## config.mk

```make
export PLATFORM = sky130hd
export DESIGN_NAME = hazard_ctrl_unit
export DESIGN_NICKNAME = d
export VERILOG_FILES = /design/src/rtl/hazard_ctrl_unit.sv
export SDC_FILE = /design/constraint.sdc
export NUM_CORES = 1
export LEC_CHECK = 0
export ABC_AREA = 1
export CAP_MARGIN = 40
export CORE_MARGIN = 5
export CORE_UTILIZATION = 44
export DETAILED_ROUTE_END_ITERATION = 16
export HOLD_SLACK_MARGIN = 0.03
export PLACE_DENSITY_LB_ADDON = 0.2
export SLEW_MARGIN = 5
export SYNTH_ARGS = -nofsm -noshare
export SYNTH_HDL_FRONTEND = slang
export SYNTH_SLANG_ARGS = --single-unit
export TNS_END_PERCENT = 50
```

## constraint.sdc

```tcl
create_clock -name clock -period 2.95 [get_ports clock]
set_input_delay 0.59 -clock clock [delete_from_list [all_inputs] [get_ports clock]]
set_output_delay 0.59 -clock clock [all_outputs]
set_load 0.01 [all_outputs]
```

## src/rtl/hazard_ctrl_unit.sv

```systemverilog
// hazard_ctrl_unit
//   Hazard detection for the pipeline. It sits beside the ID stage and
//   compares the ID source registers against the EX and MEM destinations.
//   On a hazard it holds the PC and the IF/ID register and inserts an
//   ID/EX bubble. It also tracks a multi-cycle MUL/DIV unit and keeps a
//   saturating count of stalled cycles.
//
// Ports
//   clock, reset     rising-edge clock; asynchronous active-low reset
//   id_valid         ID holds a real instruction
//   id_use_stage     0 = sources used in ID (branch/jump), 1 = used in EX
//   id_rs, id_rt     ID source registers
//   id_is_mdu        ID instruction is MUL/DIV
//   id_reads_hilo    ID instruction is MFHI/MFLO
//   flush            ID instruction is squashed this cycle
//   ex_reg_write     ID/EX instruction writes a register
//   ex_is_load       ID/EX instruction is a load
//   ex_dest          ID/EX destination
//   mem_is_load      EX/MEM instruction is a load
//   mem_dest         EX/MEM destination
//   pc_stall         hold PC
//   if_id_stall      hold IF/ID
//   id_ex_bubble     zero ID/EX control
//   stall_cause      00 none, 01 ID-use, 10 load-use, 11 MDU busy
//   mdu_busy         MDU occupancy counter is nonzero
//   stall_count      saturating count of stalled cycles
module hazard_ctrl_unit #(
  parameter int REG_AW      = 5,
  parameter int DEST_W      = 6,
  parameter int LOAD_LAT    = 1,
  parameter int MDU_LAT     = 8,
  parameter int STALL_CNT_W = 16
) (
  input  logic                   clock,
  input  logic                   reset,
  input  logic                   id_valid,
  input  logic                   id_use_stage,
  input  logic [REG_AW-1:0]      id_rs,
  input  logic [REG_AW-1:0]      id_rt,
  input  logic                   id_is_mdu,
  input  logic                   id_reads_hilo,
  input  logic                   flush,
  input  logic                   ex_reg_write,
  input  logic                   ex_is_load,
  input  logic [DEST_W-1:0]      ex_dest,
  input  logic                   mem_is_load,
  input  logic [DEST_W-1:0]      mem_dest,
  output logic                   pc_stall,
  output logic                   if_id_stall,
  output logic                   id_ex_bubble,
  output logic [1:0]             stall_cause,
  output logic                   mdu_busy,
  output logic [STALL_CNT_W-1:0] stall_count
);

  localparam int CNT_W = $clog2(MDU_LAT + 1);

  typedef enum logic {
    IDLE = 1'b0,
    BUSY = 1'b1
  } mdu_state_t;

  mdu_state_t             state_reg, state_next;
  logic [CNT_W-1:0]       cnt_reg, cnt_next;
  logic [STALL_CNT_W-1:0] stall_count_reg;

  logic m_ex, m_mem;
  logic hz_id, hz_ld, hz_mdu;
  logic stall, issue;

  // A source matches a destination only when the destination is not $0;
  // sources are zero-extended so destinations in the upper encoding never
  // alias an architectural register.
  function automatic logic src_match(input logic [REG_AW-1:0] src,
                                     input logic [DEST_W-1:0] dest);
    return (DEST_W'(src) == dest) && (dest != '0);
  endfunction

  always_comb begin
    m_ex   = src_match(id_rs, ex_dest)  || src_match(id_rt, ex_dest);
    m_mem  = src_match(id_rs, mem_dest) || src_match(id_rt, mem_dest);

    hz_id  = id_valid && !id_use_stage &&
             ((ex_reg_write && m_ex) || (mem_is_load && m_mem));
    hz_ld  = id_valid && id_use_stage &&
             ((ex_is_load && m_ex) || ((LOAD_LAT == 2) && mem_is_load && m_mem));
    hz_mdu = id_valid && (id_is_mdu || id_reads_hilo) && (cnt_reg != '0);

    // Qualifying with reset keeps every output low while reset is held,
    // whatever the inputs are doing.
    stall  = reset && !flush && (hz_mdu || hz_ld || hz_id);
    issue  = reset && id_valid && id_is_mdu && !stall && !flush;
  end

  always_comb begin
    stall_cause = 2'b00;
    if (stall) begin
      if (hz_mdu)     stall_cause = 2'b11;
      else if (hz_ld) stall_cause = 2'b10;
      else            stall_cause = 2'b01;
    end
  end

  assign pc_stall     = stall;
  assign if_id_stall  = stall;
  assign id_ex_bubble = stall;
  assign mdu_busy     = (cnt_reg != '0);
  assign stall_count  = stall_count_reg;

  // MDU occupancy FSM. Once issued an op always runs to completion; flush
  // only affects whether a new op is issued.
  always_comb begin
    state_next = state_reg;
    cnt_next   = cnt_reg;
    case (state_reg)
      IDLE: begin
        if (issue) begin
          state_next = BUSY;
          cnt_next   = CNT_W'(MDU_LAT);
        end
      end
      BUSY: begin
        cnt_next = cnt_reg - CNT_W'(1);
        if (cnt_reg == CNT_W'(1)) state_next = IDLE;
      end
      default: begin
        state_next = IDLE;
        cnt_next   = '0;
      end
    endcase
  end

  always_ff @(posedge clock or negedge reset) begin
    if (!reset) begin
      state_reg <= IDLE;
      cnt_reg   <= '0;
    end else begin
      state_reg <= state_next;
      cnt_reg   <= cnt_next;
    end
  end

  // Stall performance counter, saturating at all-ones.
  always_ff @(posedge clock or negedge reset) begin
    if (!reset) begin
      stall_count_reg <= '0;
    end else if (stall && (stall_count_reg != '1)) begin
      stall_count_reg <= stall_count_reg + STALL_CNT_W'(1);
    end
  end

endmodule

```

==> results of run 1 <==
-- power by group --
part	switching, uW	internal (uW)
Sequential	59.6	346
Combinational	205	199
Clock	95.0	94.0
-- metrics by stage --
stage	std cells	hold WS, ns	worst slack [ns]
finish	371	0.513	0.214
global route	371	0.552	0.0548
CTS	371	0.518	0.0675
detailed placement	367	0.501	-0.200
global placement	367	0.494	-0.172
floorplan	262	0.294	0.790
-- critical path: stages --
cell	delay, ns
clkdlybuf4s50_1	0.52
inv_1	0.07
nand2_1	0.06
nand2_1	0.05
nor2_1	0.11
nand3_1	0.08
nand2_1	0.07
nand2_1	0.07
nand2_1	0.08
nand2_2	0.07
nand2_4	0.06
nand2_1	0.06
a21oi_1	0.12
clkbuf_2	0.15
-- cells in the mapped netlist, drive strengths merged --
master  number  share of area
inv         36          0.076
nand4       19          0.076
xor2        16          0.079
a31o         1         0.0050
or2          1         0.0035
dfrtp       21           0.30
nand3b       1         0.0042
nand3       18          0.058
nor4         1         0.0035
nand2       89           0.20
xnor2       10          0.050
ha           4          0.028
o211ai       1         0.0042
nor2        27          0.063
nor3         9          0.028
clkinv       1         0.0021
a21oi        1         0.0028
buf          6          0.023
-- cells by family (layout without fill, tap and decap cells) --
family	after synthesis	count (layout)	synth area share
AND/OR/NAND/NOR	165	165	0.432
buffers and inverters	43	102	0.102
XOR/XNOR	26	26	0.129
flip-flops	21	21	0.297
adder cells (fa/ha/maj)	4	4	0.0283
AO/OA/AOI/OAI	3	3	0.0120
-- timing repair --
action	CTS	global route
setup endpoints to repair	5	5
cloned	0	0
gates resized for setup	5	12
-- area by class of cell --
class	instances	area [sq um]	share of cell area
Clock buffer	3	41.3	0.0172
Inverter	37	139	0.0577
Timing Repair Buffer	61	571	0.237
Sequential cell	21	526	0.218
Multi-Input combinational cell	198	1060	0.442
Clock inverter	1	5.00	0.00208
Tap cell	50	62.6	0.0260
-- metal layers --
metal,part of all wire,vias to the layer above,GRT usage
li1,-,945,-
met1,0.50,799,0.235
met2,0.46,34,0.295
met3,0.033,4,0.0328
met4,0.0069,0,0.0282
met5,0,-,0
-- final timing paths --
kind | from | slack (ns) | depth (start not counted) | end
hold / removal | cnt_reg[2] | 0.51 | 1 | cnt_reg[2]
max in group asynchronous | reset | 1.93 | 2 | stall_count[11]
setup / recovery | mem_dest[4] | 0.21 | 14 | stall_cause[0]
min in group asynchronous | reset | 0.80 | 2 | stall_count[12]
hold reg to reg | cnt_reg[2] | 0.51 | 1 | cnt_reg[2]
setup reg to reg | stall_count[0] | 0.94 | 9 | stall_count[10]
==> results.md, run 1 <==
* Status: complete, no violations
* Cell Pwr Density at roughly 410 mW/mm^2
* Crit Path Class: input pin to output pin
* DR pass1 iterations at 4
* Area grow syn2layout at 36.1%
* Lkg Pwr at 0.00123 uW
* Synth unique cells at 28
* Fin crit period at 2.74 ns
* FP Rows at 23
* Worst Setup End Kind: output pin
* Die X at between 70 and 80 microns
* Post-CTS Setup Repair Bufs at 0
* Die H at roughly 73 microns
* Initial antenna violation count at 0
* Crit Path Max Fanout at 3
* DR iter-0 viols at 56
* Largest net degree at the start of global routing at 22
* Final Cell Area at between 0.002 and 0.0025 sq mm
* Tightest Hold Check Type: flop to flop
* Vias in the first global route at 1781
* Grt total ovfl at 0
* Vias at around 1800
* Clock latency on the worst-skew pair at 0.26 ns
* Post-CTS Hold Buffers at 0
* CTS tree: yes
* Fin nets at around 360
* Htree depth at 1
* Fmax at ~370 MHz
* Syn_area_per_cell at 6.75 sq um
* Post-route ant nets at 0
* Routed wire length at ~4500 microns
* Yosys Warn Count at 0
* Fin util at 0.611
* Final Hold Vio Count at 0
* Syn Inst Count at 262
* Sequential area share after synthesis at 0.297
* Max-Cap Viols at 0
* Setup violators final at 0
* Setup TNS at 0 ns
* Per-cell routed wire length at 12.1 microns
* Final Total Pwr at ~1000 uW
* Slew @ Worst Pin at about 0.45 ns
* VDD IR max at 0.509 mV
* CTS Root Cell: clkbuf_8
* Flops & latches, synth at 21
* WP data required at around 2.4 ns
* Global-route wire length before repair at 7650 microns
* All-Layer GR Usage at 0.174
* Post-route DRC violation count at 0
* Commonest non-fill, non-tap cell in the layout: nand2_1
* Rel. slew slack at 0.695
* Area post-placement at approximately 0.0024 sq mm
* Initial Utilization at 0.449
* Synth Net Count at 298
* Layout fillers at 386
* Clk sink count at 21
* Tcrit/Tclk final at 0.927
* Mapped Area at 0.00177 sq mm
* Clock Path Buffers at 2
* Unrepaired setup endpoints after global routing: false
* Clock-pin slew on the worst setup and hold paths at 0.08 ns
* Total core area at 0.00394 sq mm
* Clock skew at 0.00219 ns
* Antenna cells at 0
* Final Slew Violations at 0
* Gpl congestion at 0.867
* Setup crit start kind: input pin
* DP Wirelength at approximately 3500 microns
* Crit path DAT at 2.15 ns
* Vias per cell at 4.80
* Layout cells sized above 1 at 0.0935
* Total CTS buffers at 3
* DIE AREA at about 0.0054 sq mm
* Top-level port count at 54
* Max FFs per register at 16
* Commonest cells after routing, fill and taps aside: nand2_1 (86), clkdlybuf4s50_1 (46), inv_1 (33), nor2_1 (25), dfrtp_1 (21)
* I/O Buffers at 53
Power figures use the tool's default switching activity.
==> run 2: changes to the inputs <==
Settings changed: CORE_UTILIZATION 44 to 43.
Clock period 2.95 ns to 2.2 ns, I/O delays scaled along.
==> run 2 against run 1 <==
Die area increased by 2.0%. Non-clock buffer count increased by 4. Clock power increased by 30%. Design area increased by 0.99%.
==> results.md, run 2 (synthesis results as in run 1) <==
* Clock latency on the worst-skew pair at 0.25 ns (was 0.26 ns)
* Post-route DRC violation count at 0 (unchanged)
* Die X at 74.1 microns (was 73.4 microns)
* Antenna cells at 0 (unchanged)
* Grt total ovfl at 0 (unchanged)
* Crit path DAT at 1.70 ns (was 2.15 ns)
* DP Wirelength at 3510 microns (was 3490 microns)
* CTS Root Cell: clkbuf_8 (unchanged)
* I/O Buffers at 53 (unchanged)
* Max FFs per register at 16 (unchanged)
* Per-cell routed wire length at 12.2 microns (was 12.1 microns)
* Tightest Hold Check Type: flop to flop (unchanged)
* Status: complete, no violations (unchanged)
* DR iter-0 viols at 59 (was 56)
* Placed insts at 370 (was 367)
* Tcrit/Tclk final at 0.972
* Initial Utilization at 0.442 (was 0.449)
* Crit Path Max Fanout at 2 (was 3)
* Top-level port count at 54 (unchanged)
* All-Layer GR Usage at 0.174 (about the same)
* Clock skew at 0.00485 ns (was 0.00219 ns)
* Worst Reg-to-Reg Cells at 9 (unchanged)
* WP data required at 1.76 ns (was 2.36 ns)
* Fin util at 0.608 (was 0.611)
* Fin crit period at 2.14 ns
* Worst Setup End Kind: output pin (unchanged)
* FP Rows at 23 (unchanged)
* Fin nets at 363 (was 358)
* Lkg Pwr at 0.00125 uW (was 0.00123 uW)
* Hold path start: cnt_reg[2] (unchanged)
* Total CTS buffers at 3 (unchanged)
* Area post-placement at 0.00240 sq mm (was 0.00238 sq mm)
* Commonest cells after routing, fill and taps aside: nand2_1 (84), inv_1 (31), clkdlybuf4s50_1 (28), nor2_1 (23), dfrtp_1 (21) (was nand2_1 (86), clkdlybuf4s50_1 (46), inv_1 (33), nor2_1 (25), dfrtp_1 (21))
* Reg-to-reg endpoint: stall_count[11] (was stall_count[10])
* R2R Setup Slk at 0.20 ns (was 0.94 ns)
* Clock-pin slew on the worst setup and hold paths at 0.07 ns (was 0.08 ns)
* Final Hold Vio Count at 0 (unchanged)
* Hold Path Depth at 1 (unchanged)
* Hold EP: cnt_reg[2] (unchanged)
* Initial antenna violation count at 0 (unchanged)
* Final Cell Area at 0.00243 sq mm (was 0.00241 sq mm)
* Vias in the first global route at 1742 (was 1781)
* Setup violators final at 0 (unchanged)
* Global-route wire length before repair at 7760 microns (was 7650 microns)
* DIE AREA at 0.00550 sq mm (was 0.00539 sq mm)
* Total core area at 0.00400 sq mm (was 0.00394 sq mm)
* Layout fillers at 390 (was 386)
* Clk sink count at 21 (unchanged)
* Cell Chain, Critical Path: clkdlybuf4s50_1, a31o_2, inv_2, nand3_1, nand2_1, nand2_2, nand2_4, nand2_2, a21oi_2, buf_2 (was clkdlybuf4s50_1, inv_1, nand2_1, nand2_1, nor2_1, nand3_1, nand2_1, nand2_1, nand2_1, nand2_2, nand2_4, nand2_1, a21oi_1, clkbuf_2)
* Unrepaired setup endpoints after global routing: true (was false)
* Vias at 1835 (was 1782)
* VDD IR max at 0.499 mV (was 0.509 mV)
* CP max stage cell: clkdlybuf4s50_1 (unchanged)
* Routed wire length at 4590 microns (was 4480 microns)
* Layout cells sized above 1 at 0.156 (was 0.0935)
* Critical path's largest stage delay at 0.40 ns (was 0.52 ns)
* DR pass1 iterations at 4 (unchanged)
* Post-route ant nets at 0 (unchanged)
* Rel. slew slack at 0.676 (was 0.695)
* Post-Layout Cell Count at 376 (was 371)
* Crit Path Class: input pin to output pin (unchanged)
* Slew @ Worst Pin at 0.482 ns (was 0.453 ns)
* Crit path top cell by count: nand2_2 (was nand2_1)
* Die H at 74.1 microns (was 73.4 microns)
* Vias per cell at 4.88 (was 4.80)
* Cell Pwr Density at 558 mW/mm^2 (was 415 mW/mm^2)
* Htree depth at 1 (unchanged)
* Area grow syn2layout at 37.4% (was 36.1%)
* Reg2reg start: stall_count[0] (unchanged)
* Post-CTS Hold Buffers at 0 (unchanged)
* Clock Path Buffers at 2 (unchanged)
* Gpl congestion at 0.834 (was 0.867)
* Largest net degree at the start of global routing at 22 (unchanged)
* Setup crit start kind: input pin (unchanged)
* CTS tree: yes (unchanged)
* Final Slew Violations at 0 (unchanged)
* Commonest non-fill, non-tap cell in the layout: nand2_1 (unchanged)
* Fmax at 468 MHz
* Max-Cap Viols at 0 (unchanged)
[run 2: cell count changes in the layout (fill, tap and decap cells not counted), moves of 3 or more]
cell / previous run / this run
buf_2: 0 / 5
buf_4: 8 / 12
clkdlybuf4s15_1: 0 / 9
dlygate4sd2_1: 0 / 3
clkdlybuf4s50_1: 46 / 28
clkbuf_2: 5 / 8
[run 2: layout make-up]
type                            instances  area [sq um]  share of cell area
Inverter                               37           139              0.0571
Clock buffer                            4          45.0              0.0185
Tap cell                               50          62.6              0.0257
Multi-Input combinational cell        199          1110               0.455
Sequential cell                        21           526               0.216
Timing Repair Buffer                   65           552               0.227
[run 2: how the worst max path moves through the flow]
stage,from,to
3_5_place_dp,ex_dest[4],stall_cause[0]
6_report,ex_dest[5],stall_cause[0]
2_1_floorplan,ex_dest[4],if_id_stall
5_1_grt,ex_dest[3],stall_cause[0]
3_3_place_gp,ex_dest[4],stall_cause[0]
4_1_cts,id_rt[4],stall_cause[0]
[run 2: what timing repair did]
| action | in CTS | in global routing |
|---|---|---|
| setup endpoints to repair | 5 | 21 |
| gates cloned | 0 | 1 |
| gates resized for setup | 45 | 30 |
| setup buffers | 0 | 1 |
| hold endpoints to repair | 0 | 0 |
| pin swaps | 0 | 8 |
[run 2: metal layers]
metal  share of wire  GRT usage  up-vias
li1                -          -      961
met1            0.46      0.236      817
met2            0.46      0.290       51
met3           0.065     0.0270        6
met4           0.012     0.0443        0
met5               0          0        -
[run 2: where the power goes]
| part | switching [uW] | internal, uW | total, uW |
|---|---|---|---|
| Sequential | 74.3 | 464 | 538 |
| Combinational | 295 | 278 | 573 |
| Clock | 117 | 129 | 246 |
| Total | 486 | 870 | 1360 |
[run 2: worst max-delay path, delay by kind of cell]
family                 cells  cell delay, ns
AOI/OAI and AO/OA          2            0.31
buffers and inverters      3            0.60
and+or+nand+nor            5            0.34
[run 2: metrics by stage]
| stage | worst slack [ns] | setup TNS (ns) | total power, uW | hold slack, ns |
|---|---|---|---|---|
| finish | 0.0612 | 0 | 1360 | 0.510 |
| global placement | -0.632 | -6.02 | 1120 | 0.492 |
| CTS | 0.00993 | 0 | 1370 | 0.513 |
| floorplan | 0.340 | 0 | 858 | 0.144 |
| global route | -0.0724 | -0.193 | 1490 | 0.547 |
| detailed placement | -0.677 | -6.80 | 1130 | 0.499 |
==> run 3: changes to the inputs <==
Settings changed: CORE_UTILIZATION 43 to 44, CTS_BUF_LIST set to sky130_fd_sc_hd__clkbuf_2, DONT_BUFFER_PORTS set to 1.
==> run 3 against run 2 <==
Global-route usage shrank 1.3 points. Largest cell class unchanged. Worst setup slack improved by 0.065 ns. Sequential cell count unchanged. Combinational power shrank 14%. Fmax grew 3.1%. Critical path depth decreased by 1. Clock skew up 0.0039 ns. Wire length shrank 8.3%. Non-clock buffer count fell by 53. Final cell count fell by 14%. Highest routed layer unchanged. Critical path type is now flop to output pin.
==> results.md, run 3 (synthesis results as in run 1) <==
* Fin crit period at 2.07 ns (was 2.14 ns)
* Top-level port count at 54 (unchanged)
* FP Rows at 23 (unchanged)
* Vias in the first global route at 1559 (was 1742)
* Setup crit start kind: flop (was input pin)
* Area grow syn2layout at 12.5% (was 37.4%)
* Crit path launch: cnt_reg[0] (was ex_dest[5])
* Worst Reg-to-Reg Cells at 10 (was 9)
* Tightest Hold Check Type: input pin to flop (was flop to flop)
* Final Total Pwr at 1230 uW (was 1360 uW)
* Fin util at 0.505 (was 0.608)
* Tcrit/Tclk final at 0.943 (was 0.972)
* Post-route ant nets at 0 (unchanged)
* Clock-pin slew on the worst setup and hold paths at 0.19 ns (was 0.07 ns)
* Global-route wire length before repair at 6890 microns (was 7760 microns)
* I/O Buffers at 0 (was 53)
* WP data required at 1.76 ns (about the same)
* Clock Path Buffers at 2 (unchanged)
* Crit Path Class: flop to output pin (was input pin to output pin)
* Max FFs per register at 16 (unchanged)
* Rel. slew slack at 0.636 (was 0.676)
* Crit Path Max Fanout at 3 (was 2)
* Fin nets at 310 (was 363)
* Largest net degree at the start of global routing at 22 (unchanged)
* Total core area at 0.00394 sq mm (was 0.00400 sq mm)
* VDD IR max at 0.418 mV (was 0.499 mV)
* Status: complete, no violations (unchanged)
* Clock latency on the worst-skew pair at 0.33 ns (was 0.25 ns)
* Setup violators final at 0 (unchanged)
* Die H at 73.4 microns (was 74.1 microns)
* Reg-to-reg endpoint: stall_count[13] (was stall_count[11])
* Worst Setup End Kind: output pin (unchanged)
* Commonest cells after routing, fill and taps aside: nand2_1 (84), inv_1 (30), nor2_1 (23), dfrtp_1 (19), nand4_1 (18) (was nand2_1 (84), inv_1 (31), clkdlybuf4s50_1 (28), nor2_1 (23), dfrtp_1 (21))
* Crit path DAT at 1.63 ns (was 1.70 ns)
* All-Layer GR Usage at 0.161 (was 0.174)
* Grt total ovfl at 0 (unchanged)
* Setup TNS at 0 ns (unchanged)
* Post-Layout Cell Count at 323 (was 376)
* Clk sink count at 21 (unchanged)
* Commonest non-fill, non-tap cell in the layout: nand2_1 (unchanged)
* DIE AREA at 0.00539 sq mm (was 0.00550 sq mm)
* Gpl congestion at 0.818 (was 0.834)
* Htree depth at 1 (unchanged)
* Clock skew at 0.00874 ns (was 0.00485 ns)
* Layout cells sized above 1 at 0.147 (was 0.156)
* Routed wire length at 4210 microns (was 4590 microns)
* Initial Utilization at 0.449 (was 0.442)
* Vias at 1630 (was 1835)
* Reg2reg start: stall_count[0] (unchanged)
* Final Hold Vio Count at 0 (unchanged)
* Max-Cap Viols at 0 (unchanged)
* Final Slew Violations at 0 (unchanged)
* Cell Pwr Density at 617 mW/mm^2 (was 558 mW/mm^2)
* Placed insts at 310 (was 370)
* Final Cell Area at 0.00199 sq mm (was 0.00243 sq mm)
* Lkg Pwr at 0.00104 uW (was 0.00125 uW)
* CP Capture Point: pc_stall (was stall_cause[0])
* Total CTS buffers at 3 (unchanged)
* Per-cell routed wire length at 13.0 microns (was 12.2 microns)
* DR pass1 iterations at 4 (unchanged)
* Initial antenna violation count at 0 (unchanged)
* Area post-placement at 0.00182 sq mm (was 0.00240 sq mm)
* DP Wirelength at 3090 microns (was 3510 microns)
* DR iter-0 viols at 87 (was 59)
* CTS tree: yes (unchanged)
* CTS Root Cell: clkbuf_2 (was clkbuf_8)
* R2R Setup Slk at 0.32 ns (was 0.20 ns)
* Fmax at 482 MHz (was 468 MHz)
* Vias per cell at 5.05 (was 4.88)
* Antenna cells at 0 (unchanged)
* Post-route DRC violation count at 0 (unchanged)
* Die X at 73.4 microns (was 74.1 microns)
* Slew @ Worst Pin at 0.544 ns (was 0.482 ns)
==> run 3: cell types whose count changed in the layout (fill, tap and decap cells not counted), moves of 2 or more <==
cell / change
clkdlybuf4s50_1: -28
clkdlybuf4s15_1: -9
buf_2: -5
clkbuf_2: -5
buf_4: -3
clkbuf_8: -3
dlygate4sd2_1: -3
dfrtp_1: -2
dfrtp_2: +2
nand2_2: -2
nand2_4: +2
==> run 3: area by class of cell <==
type,count,area [sq um]
Fill cell,396,1950
Multi-Input combinational cell,199,1130
Inverter,37,141
Tap cell,50,62.6
Clock buffer,3,15.0
Sequential cell,21,528
Clock inverter,1,5.00
Timing Repair Buffer,12,109
==> run 3: worst max-delay path: stages, from the launching register on <==
cell and delay [ns]:
dfrtp_1 0.43, inv_2 0.10, ha_4 0.14, nand2_4 0.05
o211ai_1 0.17, nand2_1 0.11, inv_2 0.10, nand2_4 0.06
nand2_4 0.08, inv_4 0.06
==> run 3: how the worst min path moves through the flow <==
| stage | cells past startpoint | from | slack, ns | end |
|---|---|---|---|---|
| 2_1_floorplan | 0 | reset | 0.14 | cnt_reg[0] |
| 3_3_place_gp | 0 | reset | 0.14 | stall_count[7] |
| 3_5_place_dp | 0 | reset | 0.14 | stall_count[7] |
| 4_1_cts | 4 | id_is_mdu | 0.34 | cnt_reg[3] |
| 5_1_grt | 4 | id_is_mdu | 0.34 | cnt_reg[3] |
| 6_report | 4 | id_is_mdu | 0.38 | cnt_reg[3] |
==> run 3: where the power goes <==
group          switching [uW]  internal (uW)
registers                 111            466
logic                     273            217
clock network             121           41.2
total                     505            724
==> run 3: metrics by stage <==
stage	hold slack, ns	setup WS (ns)
2_1_floorplan	0.144	0.340
3_3_place_gp	0.145	0.241
3_5_place_dp	0.145	0.169
4_1_cts	0.338	0.0296
5_1_grt	0.339	-0.0218
6_report	0.376	0.126
==> run 3: repair_timing <==
item,CTS,global route
resized for setup,3,15
endpoints found under the hold margin,21,0
endpoints found under the setup margin,4,20
cloned,0,1
pin swaps,0,4
hold buffers,1,0
buffers inserted,2,4
==> run 3: layer usage <==
metal / vias to the layer above / wire length (microns) / GRT usage
met5: - / 0 / 0
met4: 0 / 38 / 0.0423
met3: 5 / 281 / 0.0315
met2: 43 / 2050 / 0.273
met1: 730 / 1840 / 0.208
li1: 852 / - / -
